--- config.mk ---
export PLATFORM = sky130hd
export DESIGN_NAME = isr_sequencer
export DESIGN_NICKNAME = d
export VERILOG_FILES = /design/src/rtl/isr_pkg.sv /design/src/rtl/isr_stack.sv /design/src/rtl/isr_sequencer.sv
export SDC_FILE = /design/constraint.sdc
export NUM_CORES = 1
export LEC_CHECK = 0
export BUFFER_PORTS_ARGS = -buffer_cell sky130_fd_sc_hd__buf_2
export CAP_MARGIN = 0
export CORE_ASPECT_RATIO = 0.9
export CORE_MARGIN = 4
export CORE_UTILIZATION = 35
export CTS_CLUSTER_SIZE = 40
export DETAILED_ROUTE_END_ITERATION = 12
export GPL_TIMING_DRIVEN = 0
export PLACE_DENSITY = 0.65
export RECOVER_POWER = 100
export SKIP_LAST_GASP = 1
export SLEW_MARGIN = 5
export SYNTH_ARGS = -nofsm -noshare
export SYNTH_HDL_FRONTEND = slang
export SYNTH_SLANG_ARGS = --single-unit
--- constraint.sdc ---
create_clock -name clk -period 1.9 [get_ports clk]
set_clock_uncertainty 0.05 [all_clocks]
set_input_delay 0.19 -clock clk [delete_from_list [all_inputs] [get_ports clk]]
set_output_delay 0.19 -clock clk [all_outputs]
set_load 0.05 [all_outputs]
--- src/rtl/isr_pkg.sv ---
// rtl/isr_pkg.sv - shared types and constants for the interrupt entry/return sequencer
package isr_pkg;

  typedef enum logic [2:0] {
    IDLE,
    SAVE,
    JUMP,
    SERVICE,
    RETURN
  } isr_state_t;

  localparam int         ISR_DEPTH_MAX = 4;
  localparam logic [7:0] RESET_PC      = 8'h00;

endpackage

--- src/rtl/isr_stack.sv ---
// rtl/isr_stack.sv - saved-PC LIFO; entry 0 is always the top, entries shift on push/pop
module isr_stack #(
  parameter int W     = 8,
  parameter int DEPTH = 4,
  parameter int CW    = $clog2(DEPTH + 1)
) (
  input  logic          clk,
  input  logic          clr,
  input  logic          push,
  input  logic          pop,
  input  logic [W-1:0]  din,
  output logic [W-1:0]  top,
  output logic [CW-1:0] depth,
  output logic          full,
  output logic          empty
);

  logic [W-1:0]  mem [DEPTH];
  logic [CW-1:0] count;

  assign top   = mem[0];
  assign depth = count;
  assign full  = (count == CW'(DEPTH));
  assign empty = (count == '0);

  // Push at full and pop at empty are silently dropped.
  always_ff @(posedge clk) begin
    if (clr) begin
      for (int i = 0; i < DEPTH; i++) mem[i] <= '0;
      count <= '0;
    end else if (push && !full) begin
      mem[0] <= din;
      for (int i = 1; i < DEPTH; i++) mem[i] <= mem[i-1];
      count <= count + CW'(1);
    end else if (pop && !empty) begin
      for (int i = 0; i < DEPTH - 1; i++) mem[i] <= mem[i+1];
      mem[DEPTH-1] <= '0;
      count <= count - CW'(1);
    end
  end

endmodule

--- src/rtl/isr_sequencer.sv ---
// rtl/isr_sequencer.sv - interrupt entry/return FSM; nested interrupts when ISR_NEST_EN is defined
module isr_sequencer
  import isr_pkg::*;
#(
  parameter int PC_W  = 8,
  parameter int DEPTH = 4
) (
  input  logic            clk,
  input  logic            clr,
  input  logic            i_pending,
  input  logic [PC_W-1:0] vector,
  input  logic [PC_W-1:0] pc,
  input  logic            instr_done,
  input  logic            reti,
  output logic            pc_load,
  output logic [PC_W-1:0] pc_next,
  output logic            i_clr,
  output logic            int_en,
  output logic            in_isr,
  output logic [2:0]      depth
);

  localparam int NEST_D  = (DEPTH > ISR_DEPTH_MAX) ? ISR_DEPTH_MAX : DEPTH;
`ifdef ISR_NEST_EN
  localparam int STACK_D = NEST_D;
`else
  localparam int STACK_D = (NEST_D < 1) ? NEST_D : 1;
`endif
  localparam int CW = $clog2(STACK_D + 1);

  isr_state_t      state, state_nxt;
  logic [PC_W-1:0] vec_q;
  logic [PC_W-1:0] top;
  logic [CW-1:0]   stk_depth;
  logic            full, empty, push, pop;

  isr_stack #(.W(PC_W), .DEPTH(STACK_D), .CW(CW)) u_stack (
    .clk   (clk),
    .clr   (clr),
    .push  (push),
    .pop   (pop),
    .din   (pc),
    .top   (top),
    .depth (stk_depth),
    .full  (full),
    .empty (empty)
  );

  always_ff @(posedge clk) begin
    if (clr) begin
      state <= IDLE;
      vec_q <= '0;
    end else begin
      state <= state_nxt;
      if (state == SAVE) vec_q <= vector;
    end
  end

  // reti is checked before i_pending so a return always wins a shared boundary.
  always_comb begin
    state_nxt = state;
    push      = 1'b0;
    pop       = 1'b0;
    case (state)
      IDLE:    if (instr_done && i_pending) state_nxt = SAVE;
      SAVE: begin
        push      = !full;
        state_nxt = JUMP;
      end
      JUMP:    state_nxt = SERVICE;
      SERVICE: begin
        if (instr_done && reti) state_nxt = RETURN;
`ifdef ISR_NEST_EN
        else if (instr_done && i_pending && !full) state_nxt = SAVE;
`endif
      end
      RETURN: begin
        pop       = 1'b1;
        state_nxt = (stk_depth > CW'(1)) ? SERVICE : IDLE;
      end
      default: state_nxt = IDLE;
    endcase
  end

  // Outputs depend only on registered state, never directly on inputs.
  always_comb begin
    pc_load = 1'b0;
    i_clr   = 1'b0;
    pc_next = PC_W'(RESET_PC);
    int_en  = 1'b0;
    case (state)
      IDLE:    int_en = 1'b1;
      JUMP: begin
        pc_load = 1'b1;
        i_clr   = 1'b1;
        pc_next = vec_q;
      end
      RETURN: begin
        pc_load = 1'b1;
        pc_next = top;
      end
`ifdef ISR_NEST_EN
      SERVICE: int_en = !full;
`endif
      default: ;
    endcase
  end

  assign in_isr = !empty;
  assign depth  = 3'(stk_depth);

endmodule

==> results_dict.tcl <==
set metrics [dict create \
    status "finished, final reports clean" \
    seq_area_frac_synth 0.4072 \
    std_cell_rows 19 \
    cts-root-buf "clkbuf_8" \
    clock_latency_ns 0.25 \
    grt_setup_unrepaired "true" \
    num_io_pins 36 \
    grt_overflow_total 0 \
    dieWidth_um 69.20 \
    endpoint "pc_next[7]" \
    area_growth_pct 23.97 \
    start_kind "flip-flop" \
    synth-warning-count 0 \
    cts_tree "yes" \
    grt_max_degree 19 \
    cts_sinks 20 \
    ir_drop_v 0.0003913 \
    power_density_nw_per_um2 769.3 \
    layout_commonest_cell "buf_2" \
    grt_pass1_vias 974 \
    cp_slowest_cell "dfxtp_1" \
    post_drt_wl_per_cell_um 13.40 \
    preCtsSetupSlack_ns 0.1787 \
    die_area_um2 4365 \
    r2r-start "state[1]" \
    grt_pass1_wl_um 4257 \
    clockBufferDepth 2 \
    setup_ws_ns 0.07061 \
    rr_endpoint "u_stack.mem[0][1]" \
    io_buffers 33 \
    ys_ff_latch 20 \
    dpl.hpwl_um 2025 \
    cpPeakStageDelay_ns 0.32 \
    required_ns 1.66 \
    fp.dieH_um 63.08 \
    synth-compound-area-share 0.07953 \
    max_freq_mhz 546.6 \
    hold_class "input port to flip-flop" \
    grt_use_total 0.1182 \
    clk_transition_reported_paths_ns 0.07 \
    nets 174 \
    crit_top_cell "buf_2" \
    core_um2 3138 \
    wl_met1_um 1212 \
    mappedNetlistArea_um2 1180 \
    crit_arrival_ns 1.59 \
    synth_xor_area_frac 0 \
    worst_hold_slack_ns 0.1460 \
    cap_viol_max_count 0 \
    p_leak_nw 0.5686 \
    drt-total-wl_um 2600 \
    setup_viol 0 \
    antenna_found_initial 0 \
    crit_path_start "state[2]" \
    synth_top_family_by_area "simple AND/OR/NAND/NOR gates" \
    dr.pass1.iters 4 \
    vias 967 \
    yosys.area_share.simple 0.3584 \
    antenna_left 0 \
    drtIter0Drc 28 \
    n_antenna_cell 0 \
    min_period_over_period 0.9628 \
    synthAdderAreaFrac 0 \
    period_needed_ns 1.829 \
    hold_viol_final 0 \
    synth_top_cell_by_area "dfxtp_1" \
    htree_num_levels 1 \
    synth_cells 115 \
    drcViolationCount 0 \
    highest_layer "met4" \
    crit_type "flip-flop to primary output" \
    final_cell_mix "buf_2 (34), nand2b_1 (18), nand3b_1 (16), dfxtp_1 (12), a21oi_1 (10)" \
    netlist.area_leader.share 0.2036 \
    drive_gt1_frac 0.3816 \
    avgSynthCellArea_um2 10.26 \
    worstPathCellList "buf_2 -> buf_2 -> nand3b_1 -> a21oi_1 -> buf_2" \
    maxSlewViolCount 0 \
    crit_fanout 10 \
    r2r_slack_ns 0.30 \
    wl_met2_um 1210 \
    rr_worst_depth 3 \
    synth_area_leaders "dfxtp_1 (20%), edfxtp_1 (20%), nand3b_1 (10%), nor4b_2 (10%), nand2b_1 (9.5%)" \
    yosysUniqueCellTypes 27 \
    routabilityCongestion 0.8488 \
    vias_per_cell 4.985 \
    cts_buffers 3 \
    wl_met3_um 155 \
    initial_core_util 0.3760 \
    synth_mux_area_frac 0.06787 \
    end_kind "primary output" \
]
-- registers in the layout, summed over array words and instances, names as in the netlist --
name	flops
u_stack.mem	8
vec_q	8
state	3
u_stack.depth	1
-- synthesized netlist by cell type --
master,n
a21oi_1,10
or3b_1,1
nand2b_1,18
nor2_1,2
nor2b_1,1
nor4b_2,8
buf_4,3
buf_2,4
a311o_1,1
dfxtp_1,12
a211oi_1,1
nor3b_1,1
nand3b_1,16
clkbuf_1,7
nor4b_1,2
o2bb2ai_1,1
buf_1,1
nor3_1,2
inv_1,1
conb_1,1
a32o_1,1
edfxtp_1,8
mux2i_1,8
buf_6,2
o21bai_1,1
nand4_1,1
or3_1,1
-- power breakdown --
| part | switching [mW] | total [mW] | internal, mW |
|---|---|---|---|
| Sequential | 0.0188 | 0.511 | 0.492 |
| Clock | 0.136 | 0.285 | 0.149 |
| Combinational | 0.208 | 0.330 | 0.121 |
-- worst min path at each step --
stage,endpoint,cells after the start,slack [ns],start
floorplan,vec_q[7],2,0.30,vector[7]
global placement,state[0],3,0.41,i_pending
detailed placement,vec_q[5],3,0.41,vector[5]
CTS,vec_q[5],3,0.15,vector[5]
global route,vec_q[2],3,0.16,vector[2]
finish,vec_q[6],3,0.15,vector[6]
-- critical path: cells and delay by family (launching register included) --
kind / cells / cell delay [ns]
AO/OA/AOI/OAI: 1 / 0.19
buffers and inverters: 3 / 0.73
flip-flops: 1 / 0.32
AND/OR/NAND/NOR: 1 / 0.10
-- stage by stage --
| step | util | total power [mW] | TNS (ns) | cell area [um^2] | instances |
|---|---|---|---|---|---|
| final | 0.4661 | 1.125 | 0 | 1463 | 194 |
| after global routing | 0.4661 | 1.170 | -0.0005508 | 1463 | 194 |
| after CTS | 0.4621 | 1.128 | 0 | 1450 | 194 |
| after detailed placement | 0.4486 | 0.8527 | 0 | 1408 | 191 |
| after global placement | 0.4486 | 0.8424 | 0 | 1408 | 191 |
| after floorplan | - | 0.7738 | 0 | 1190 | 116 |
-- cell type report --
cell class / count / area [um^2]
fillers: 335 / 1675
clock buffers: 4 / 45.04
multi-input cells: 78 / 609.3
repair buffers: 33 / 175.2
well taps: 42 / 52.55
flip-flops and latches: 20 / 480.5
inverters: 1 / 3.754
plain buffers: 16 / 96.34
-- repair_timing --
| action | 4_1_cts | 5_1_grt |
|---|---|---|
| buffers inserted | 0 | 0 |
| endpoints found under the setup margin | 8 | 5 |
| hold buffers | 0 | 0 |
| resized for setup | 1 | 9 |
-- logic make-up after synthesis --
family | after synthesis
compound gates | 15
buf+inv | 18
flops | 20
mux | 8
other cells | 1
simple gates | 53
-- layer usage --
metal,track usage,vias up
met5,0,-
met4,0.03659,0
met3,0.03498,2
met2,0.1964,31
met1,0.1472,454
li1,-,480
(Power assumes the default switching activity.)
